<file path="src/rtl/complex_sqrt_seq_if.sv">
// Operand/result handshake bundle for the sequential complex square root.
// The producer side drives operands and out_ready; the root block drives the remaining signals.
interface complex_sqrt_seq_if #(
    parameter int WIDTH = 8
);
    logic signed [2*WIDTH-1:0] inReal;
    logic signed [2*WIDTH-1:0] inImag;
    logic                      in_valid;
    logic                      in_ready;
    logic signed [WIDTH:0]     outReal;
    logic signed [WIDTH:0]     outImag;
    logic                      out_valid;
    logic                      out_ready;

    modport master (
        output inReal, inImag, in_valid, out_ready,
        input  in_ready, outReal, outImag, out_valid
    );

    modport slave (
        input  inReal, inImag, in_valid, out_ready,
        output in_ready, outReal, outImag, out_valid
    );
endinterface

</file>
<file path="src/rtl/complex_sqrt_seq.sv">
// Principal complex square root w = u + jv of z = x + jy using floor integer roots.
// One digit-pair root engine is reused for M = |z|, U = sqrt((M+x)/2) and V = sqrt((M-x)/2).
module complex_sqrt_seq #(
    parameter int WIDTH = 8
) (
    input  logic                clk,
    input  logic                rst,
    complex_sqrt_seq_if.slave   bus,
    output logic                busy
);
    localparam int W2 = 2 * WIDTH;
    localparam int W4 = 4 * WIDTH;
    localparam int RW = W2 + 3;
    localparam int CW = $clog2(W2) + 1;

    typedef enum logic [2:0] {
        IDLE,
        SUMSQ,
        ROOT_M,
        ROOT_U,
        ROOT_V,
        DONE
    } state_t;

    state_t stateReg, stateNext;

    logic signed [W2-1:0]   xReg, yReg;
    logic [W4-1:0]          radReg;
    logic [RW-1:0]          remReg;
    logic [W2-1:0]          rootReg;
    logic [W2-1:0]          mReg;
    logic [WIDTH-1:0]       uReg;
    logic [CW-1:0]          cntReg;
    logic signed [WIDTH:0]  outRealReg, outImagReg;

    logic signed [W4-1:0]   sqX, sqY;
    logic [W4-1:0]          sumSq;
    logic [RW-1:0]          remShift, trial, remStep;
    logic [W2-1:0]          rootStep;
    logic                   fits;
    logic                   lastStep;
    logic [W2:0]            mPlusX, mMinusX;
    logic [W2-1:0]          radU, radV;
    logic [WIDTH:0]         vExt;

    // Squares are formed in the full 4W-bit signed width so -2^(2W-1) squared stays exact.
    assign sqX   = W4'(xReg) * W4'(xReg);
    assign sqY   = W4'(yReg) * W4'(yReg);
    assign sumSq = $unsigned(sqX) + $unsigned(sqY);

    // One restoring iteration: bring down two radicand bits, try (2*root)*2+1.
    assign remShift = RW'({remReg, radReg[W4-1:W4-2]});
    assign trial    = {1'b0, rootReg, 2'b01};
    assign fits     = (remShift >= trial);
    assign remStep  = fits ? (remShift - trial) : remShift;
    assign rootStep = {rootReg[W2-2:0], fits};

    assign lastStep = ((stateReg == ROOT_M) && (cntReg == CW'(W2 - 1))) ||
                      (((stateReg == ROOT_U) || (stateReg == ROOT_V)) && (cntReg == CW'(WIDTH - 1)));

    // M >= |x|, so both sums are non-negative and the halves fit in 2W bits.
    assign mPlusX  = {1'b0, rootStep} + {xReg[W2-1], xReg};
    assign mMinusX = {1'b0, mReg} - {xReg[W2-1], xReg};
    assign radU    = W2'(mPlusX >> 1);
    assign radV    = W2'(mMinusX >> 1);
    assign vExt    = {1'b0, rootStep[WIDTH-1:0]};

    always_ff @(posedge clk or posedge rst) begin
        if (rst) begin
            stateReg <= IDLE;
        end else begin
            stateReg <= stateNext;
        end
    end

    always_comb begin
        stateNext     = stateReg;
        bus.in_ready  = 1'b0;
        bus.out_valid = 1'b0;
        busy          = 1'b1;
        case (stateReg)
            IDLE: begin
                bus.in_ready = 1'b1;
                busy         = 1'b0;
                if (bus.in_valid) stateNext = SUMSQ;
            end
            SUMSQ:  stateNext = ROOT_M;
            ROOT_M: if (lastStep) stateNext = ROOT_U;
            ROOT_U: if (lastStep) stateNext = ROOT_V;
            ROOT_V: if (lastStep) stateNext = DONE;
            DONE: begin
                bus.out_valid = 1'b1;
                if (bus.out_ready) stateNext = IDLE;
            end
            default: stateNext = IDLE;
        endcase
    end

    always_ff @(posedge clk or posedge rst) begin
        if (rst) begin
            xReg       <= '0;
            yReg       <= '0;
            radReg     <= '0;
            remReg     <= '0;
            rootReg    <= '0;
            mReg       <= '0;
            uReg       <= '0;
            cntReg     <= '0;
            outRealReg <= '0;
            outImagReg <= '0;
        end else begin
            case (stateReg)
                IDLE: begin
                    if (bus.in_valid) begin
                        xReg <= bus.inReal;
                        yReg <= bus.inImag;
                    end
                end
                SUMSQ: begin
                    radReg  <= sumSq;
                    remReg  <= '0;
                    rootReg <= '0;
                    cntReg  <= '0;
                end
                ROOT_M, ROOT_U, ROOT_V: begin
                    if (lastStep) begin
                        remReg  <= '0;
                        rootReg <= '0;
                        cntReg  <= '0;
                        // Next radicand is left-aligned so the engine always consumes from the top.
                        if (stateReg == ROOT_M) begin
                            mReg   <= rootStep;
                            radReg <= {radU, {W2{1'b0}}};
                        end else if (stateReg == ROOT_U) begin
                            uReg   <= rootStep[WIDTH-1:0];
                            radReg <= {radV, {W2{1'b0}}};
                        end else begin
                            outRealReg <= {1'b0, uReg};
                            outImagReg <= yReg[W2-1] ? -vExt : vExt;
                        end
                    end else begin
                        remReg  <= remStep;
                        rootReg <= rootStep;
                        radReg  <= radReg << 2;
                        cntReg  <= cntReg + 1'b1;
                    end
                end
                default: ;
            endcase
        end
    end

    assign bus.outReal = outRealReg;
    assign bus.outImag = outImagReg;
endmodule
</file>
<file path="src/flat_wrapper.sv">
// flat-port wrapper written by rule: the top's interface ports become plain ports
module complex_sqrt_seq_flat 
#(
    parameter int WIDTH = 8
)
  (clk, rst, busy, bus_inReal, bus_inImag, bus_in_valid, bus_out_ready, bus_in_ready, bus_outReal, bus_outImag, bus_out_valid);
  complex_sqrt_seq_if #(.WIDTH(WIDTH)) bus_i ();
  input  logic clk;
  input  logic rst;
  output logic busy;
  input wire logic [$bits(bus_i.inReal)-1:0] bus_inReal;
  input wire logic [$bits(bus_i.inImag)-1:0] bus_inImag;
  input wire logic [$bits(bus_i.in_valid)-1:0] bus_in_valid;
  input wire logic [$bits(bus_i.out_ready)-1:0] bus_out_ready;
  output wire logic [$bits(bus_i.in_ready)-1:0] bus_in_ready;
  output wire logic [$bits(bus_i.outReal)-1:0] bus_outReal;
  output wire logic [$bits(bus_i.outImag)-1:0] bus_outImag;
  output wire logic [$bits(bus_i.out_valid)-1:0] bus_out_valid;
  assign bus_i.inReal = bus_inReal;
  assign bus_i.inImag = bus_inImag;
  assign bus_i.in_valid = bus_in_valid;
  assign bus_i.out_ready = bus_out_ready;
  assign bus_in_ready = bus_i.in_ready;
  assign bus_outReal = bus_i.outReal;
  assign bus_outImag = bus_i.outImag;
  assign bus_out_valid = bus_i.out_valid;
  complex_sqrt_seq #(.WIDTH(WIDTH)) u_core (.clk(clk), .rst(rst), .bus(bus_i), .busy(busy));
endmodule
</file>
<file path="config.mk">
export PLATFORM = sky130hd
export DESIGN_NAME = complex_sqrt_seq_flat
export DESIGN_NICKNAME = d
export VERILOG_FILES = /design/src/rtl/complex_sqrt_seq_if.sv /design/src/rtl/complex_sqrt_seq.sv /design/src/flat_wrapper.sv
export SDC_FILE = /design/constraint.sdc
export NUM_CORES = 2
export LEC_CHECK = 0
export ABC_AREA = 0
export CAP_MARGIN = 20
export CORE_MARGIN = 4
export CORE_UTILIZATION = 47
export DETAILED_ROUTE_END_ITERATION = 10
export GPL_TIMING_DRIVEN = 0
export PLACE_DENSITY = 0.72
export SYNTH_ARGS = -nofsm -noshare
export SYNTH_HDL_FRONTEND = slang
export SYNTH_SLANG_ARGS = --single-unit
</file>
<file path="constraint.sdc">
create_clock -name clk -period 10.4 [get_ports clk]
set_clock_uncertainty 0.2 [all_clocks]
set_input_delay 1.56 -clock clk [delete_from_list [all_inputs] [get_ports clk]]
set_output_delay 1.56 -clock clk [all_outputs]
set_load 0.02 [all_outputs]
</file>
======== Word-level counts from Yosys, hierarchy flattened ========
Index checks and enable logic that the tools add are counted.
W data, S select, Z words.
operators by class
  equal/unequal tests ..................... 13
  magnitude comparators ................... 1
  $mul .................................... 2
  muxes and demuxes ....................... 21
  bitwise logic cells ..................... 2
  reductions and logical operators ........ 13
  add/subtract/negate cells ............... 6
operator list
  operator               number
  $mux W32               3
  $mul A16 B16 Y32       2
  $pmux W32 S2           1
  $mux W17               2
  $pmux W17 S2           1
  $add A32 B32 Y32       1
  $pmux W16 S2           1
  $ge A19 B18 Y1         1
  $pmux W3 S6            1
  $add A16 B17 Y17       1
  $sub A16 B17 Y17       1
  $sub A17 B17 Y17       1
  $mux W16               1
  $mux W3                5
  $pmux W5 S2            1
  $mux W9                1
  $neg A8 Y9             1
  $reduce_and A4 Y1      2
  $eq A3 B2 Y1 const B   2
  $eq A3 B3 Y1 const B   2
  $ne A2 B1 Y1 const B   3
  $add A5 B1 Y5 const B  1
  $eq A5 B3 Y1 const B   1
  $eq A5 B4 Y1 const B   1
  14 further kinds       21
word-level totals
  register bits ........................... 146
  logic and storage cells ................. 69
  bits of input ports ..................... 36

======== Depth between registers and ports, before layout ========
  depth after elaboration ................. 6
  gate-level depth with buffers ........... 29

======== Worst setup path before layout ========
Ideal clock, no wire load.
  kind .................................... register -> register
  start point ............................. register u_core.yReg[15]
  end point ............................... register u_core.radReg[30]
  required time ........................... 10.059 ns
  library setup time ...................... 0.141 ns
  path slack .............................. 2.686 ns
  buffers on the path ..................... 1
  data arrival time ....................... 7.374 ns
  clock period less this slack ............ 7.714 ns
  cell stages (with the launch flop) ...... 26
  cell sequence ........................... dfrtp_1 clkinv_1 nor2_1 fa_1 fa_1 inv_1 fa_1 inv_1 fa_1 fa_1 fa_1 fa_1 inv_1 fa_1 inv_1 ha_1 clkbuf_1 o21ai_0 a21oi_1 o31ai_1 a31oi_1 o21ai_1 a21oi_1 xor2_1 a221oi_1 a32oi_1
between the ends
  cells in the longest elaborated chain, start to end .. 3
ends and longest elaborated chain
  element                   RTL line                 source
  start: declaration        complex_sqrt_seq.sv:27   logic signed [W2-1:0] xReg, yReg;
  start signal: assignment  complex_sqrt_seq.sv:116  yReg <= bus.inImag;
  $mul A16 B16 Y32          complex_sqrt_seq.sv:48   assign sqY = W4'(yReg) * W4'(yReg);
  $add A32 B32 Y32          complex_sqrt_seq.sv:49   assign sumSq = $unsigned(sqX) + $unsigned(sqY);
  $pmux W32 S2              complex_sqrt_seq.sv:112  case (stateReg)
  end signal: assignment    complex_sqrt_seq.sv:120  radReg <= sumSq;
  end signal: assignment    complex_sqrt_seq.sv:133  radReg <= {radU, {W2{1'b0}}};
  end signal: assignment    complex_sqrt_seq.sv:136  radReg <= {radV, {W2{1'b0}}};
  end: declaration          complex_sqrt_seq.sv:28   logic [W4-1:0] radReg;
No other way between the ends.
A chain may end at the register's enable or synchronous reset.

======== Worst setup path in the final report ========
  start point ............................. register u_core.xReg[15]
  end point ............................... register u_core.radReg[30]
between the ends
  cells in the longest elaborated chain, start to end .. 5
ends and longest elaborated chain
  element                                                                   RTL line                 source
  start: declaration                                                        complex_sqrt_seq.sv:27
  start signal: assignment                                                  complex_sqrt_seq.sv:115  xReg <= bus.inReal;
  parallel branches: the longest is 4 deep, another holds $mul A16 B16 Y32  n/a
  $pmux W32 S2 *                                                            complex_sqrt_seq.sv:112
Every way passes the cells marked *. The select of a mux whose other input is x is not followed.

==> reports/qor.txt <==
======================================================================================================
Root buffer selected by CTS ............................................................. sky130_fd_sc_hd__clkbuf_16
Die footprint ........................................................................... 58,700 sq um
Reg2reg start ........................................................................... u_core.xReg[15]
Total number of placement rows ..........................................................           85
Async SR Flop Fraction ..................................................................         1.00
CP Capture Type .........................................................................    flip-flop
Buffer levels on the longest clock path .................................................            2
Initial antenna violation count .........................................................            0
Clock transition at the register clock pins on the worst setup and hold paths after CTS .      0.09 ns
Skew-Pair Late Insertion Delay ..........................................................      0.47 ns
Met2 layer usage reported by global route ...............................................        0.394
Detailed Route Iter0 Violations .........................................................        1,546
FMAX ....................................................................................    0.106 GHz
Number of clock buffers inserted by TritonCTS ...........................................           17
Crit. path cell count ...................................................................           27
Initial Utilization .....................................................................        0.477
Highest-utilization routing layer at the global route stage .............................         met2
Worst max-slew margin expressed relative to the limit ...................................        0.253
Vias in the first global route ..........................................................       20,591
Hold depth ..............................................................................            2
Worst path setup slack after routing ....................................................     0.951 ns
WL/cell ................................................................................. 18.8 microns
Predominant post-synthesis flop cell .................................................... sky130_fd_sc_hd__dfrtp_1
Resize count post-CTS ...................................................................            0
Number of max-slew violations in the final report .......................................            0
GR Layer Usage met3 .....................................................................       0.0392
Total of max-cap violations .............................................................            0
Synthesized net count ...................................................................        3,531
Outcome ................................................................................. finished clean
Count of hold buffers inserted by post-cts repair .......................................            0
Placed Cells ............................................................................        3,530
Worst path most repeated cell ........................................................... sky130_fd_sc_hd__fa_1
Detail Placement HPWL ................................................................... 55,700 microns
Clock tree from TritonCTS ...............................................................         done
Logic depth of the worst register-to-register path ......................................           27
CORE AREA ............................................................................... 54,100 sq um
Reg-to-reg setup timing slack ...........................................................      0.95 ns
Number of enable flip-flop cells after synthesis ........................................            0
Final routed DRC violation total ........................................................            0
Wire length of the first global-routing pass ............................................ 110,000 microns
Total iterations of the first detailed-routing run ......................................            6
Total negative slack ....................................................................         0 ns
Critical path's largest stage delay .....................................................      0.71 ns
Maximum fanout along the worst path .....................................................           10
Library cells used by synthesis .........................................................           75
Number of buffers inserted by port buffering ............................................           55
Class of the most critical setup path ................................................... flip-flop to flip-flop
Reg-to-Reg End .......................................................................... u_core.radReg[30]
Launch instance of the worst min-delay path ............................................. u_core.radReg[0]
Number of H-tree branching levels .......................................................            4
Total via count after detailed routing ..................................................       19,283
Ratio of final minimum period to clock period ...........................................        0.909
Maximum number of pins on one net before global-route repair ............................           88
Endpoints failing hold ..................................................................            0
Post-Place Worst Slack ..................................................................      1.28 ns
Final nets ..............................................................................        3,608
Synthesized flop and latch total ........................................................          146
Number of sinks on the clock net ........................................................          146
Syn Inst Count ..........................................................................        2,777
Commonest non-fill, non-tap cell in the layout .......................................... sky130_fd_sc_hd__inv_1
Chip Width ..............................................................................  242 microns
Minimum period implied by the final worst setup slack ...................................      9.45 ns
Cell Count, Final, Fillers Out ..........................................................        3,562
Worst path slowest cell ................................................................. sky130_fd_sc_hd__fa_1
Gr ovfl total ...........................................................................            0
Antenna diode count .....................................................................            0
Setup repair after global routing missed its margin .....................................        false
Buffering stage count on the worst path with inverters included .........................            8
Part of the Yosys area used for sequential elements .....................................        0.142
Startpoint types ........................................................................    flip-flop
Endpoint of the worst hold-timing path .................................................. u_core.radReg[0]
Remaining number of nets flagged by the antenna check after routing .....................            0
Family with the most delay on the worst path ............................................  adder cells
Synthesis Warnings ......................................................................            0
Gpl congestion ..........................................................................        0.966
Y dimension of the die ..................................................................  242 microns
Pin slew with the least headroom to its limit ...........................................      1.12 ns
Met1 Resource Use GR ....................................................................        0.320
Mean number of vias per cell ............................................................         5.41
HP Class ................................................................................ flip-flop to flip-flop
Top-level I/O count .....................................................................           57
Arr. time, crit path ....................................................................      9.56 ns
WP data required ........................................................................     10.51 ns
Final setup violation count .............................................................            0
Synthesis-to-layout area growth .........................................................        7.90%
Fraction of layout cells with a size suffix above 1 .....................................       0.0262
Mean instance size in the synthesized netlist ...........................................   9.29 sq um
Synth Cell Area ......................................................................... 25,800 sq um
Top library cells by usage in the layout, fill and taps aside ........................... 655 x sky130_fd_sc_hd__inv_1, 523 x sky130_fd_sc_hd__fa_1, 286 x sky130_fd_sc_hd__nand2_1, 195 x sky130_fd_sc_hd__ha_1, 180 x sky130_fd_sc_hd__nor2_1
Total routing resource utilization after global routing .................................        0.238
Core occupancy in the finished layout ...................................................        0.514
Number of buffers inserted by post-CTS setup repair .....................................            0
Post-detailed-routing wire length ....................................................... 66,800 microns
======================================================================================================
==> synthesized netlist by cell type (24+ instances only) <==
cell | number | area (sq um)
sky130_fd_sc_hd__xor2_1 | 27 | 236
sky130_fd_sc_hd__nand3_1 | 27 | 135
sky130_fd_sc_hd__clkbuf_1 | 88 | 330
sky130_fd_sc_hd__o21ai_0 | 132 | 661
sky130_fd_sc_hd__dfrtp_1 | 146 | 3650
sky130_fd_sc_hd__nor2_1 | 181 | 679
sky130_fd_sc_hd__o21ai_1 | 24 | 120
sky130_fd_sc_hd__xnor2_1 | 63 | 552
sky130_fd_sc_hd__inv_1 | 656 | 2460
sky130_fd_sc_hd__ha_1 | 195 | 2440
sky130_fd_sc_hd__a21oi_1 | 70 | 350
sky130_fd_sc_hd__fa_1 | 523 | 10500
sky130_fd_sc_hd__a21o_1 | 28 | 210
sky130_fd_sc_hd__nand2_1 | 286 | 1070
sky130_fd_sc_hd__and2_1 | 42 | 263
==> routing by layer <==
| metal | up-vias | wire length (microns) |
|---|---|---|
| met4 | 0 | 2580 |
| met3 | 116 | 4600 |
| met1 | 9831 | 27500 |
| met2 | 665 | 32200 |
| li1 | 8671 | - |
| met5 | - | 0 |
==> metrics by stage <==
| stage | hold WS [ns] | area (sq um) |
|---|---|---|
| 2_1_floorplan | 0.238 | 25800 |
| 3_3_place_gp | 0.252 | 27200 |
| 3_5_place_dp | 0.257 | 27300 |
| 4_1_cts | 0.269 | 27800 |
| 5_1_grt | 0.301 | 27800 |
| 6_report | 0.264 | 27800 |
==> state kept, by name, summed over array words and instances, names as in the netlist <==
signal	cells
u_core.uReg	8
u_core.xReg	16
u_core.radReg	32
u_core.rootReg	16
u_core.mReg	16
u_core.bus.outImag	9
u_core.cntReg	5
u_core.stateReg	3
u_core.remReg	17
u_core.yReg	16
u_core.bus.outReal	8
==> worst max-delay path by stage <==
stage | endpoint | slack (ns) | from
floorplan | u_core.radReg[30] | 2.69 | u_core.yReg[15]
global placement | u_core.radReg[30] | 0.78 | u_core.yReg[15]
detailed placement | u_core.radReg[30] | 1.28 | u_core.xReg[15]
CTS | u_core.radReg[30] | 1.19 | u_core.xReg[15]
global route | u_core.radReg[30] | 0.65 | u_core.xReg[15]
finish | u_core.radReg[30] | 0.95 | u_core.xReg[15]
==> logic make-up after synthesis <==
| kind of cell | synth area share |
|---|---|
| AO/OA/AOI/OAI | 0.0969 |
| XOR/XNOR | 0.0305 |
| adder cells (fa/ha/maj) | 0.500 |
| buffers and inverters | 0.113 |
| flip-flops | 0.142 |
| multiplexers | 0.0102 |
| other | 0.000145 |
| AND/OR/NAND/NOR | 0.108 |
==> final cells by class <==
type | instances | area, sq um
clock buffer | 18 | 439
sequential | 146 | 3650
clock inverter | 13 | 116
multi-input combinational | 1864 | 19200
tap | 696 | 871
buffer | 102 | 415
fill | 4939 | 26300
inverter | 665 | 2500
timing repair buffer | 58 | 604
==> worst min-delay path: stages (launching register included) <==
cell	delay (ns)
sky130_fd_sc_hd__dfrtp_1	0.34
sky130_fd_sc_hd__nand2_1	0.05
sky130_fd_sc_hd__nand2_1	0.05
Power is left out: the tool's default activity adds up to more than one toggle a clock period on the data nets, which glitch-free logic cannot reach.
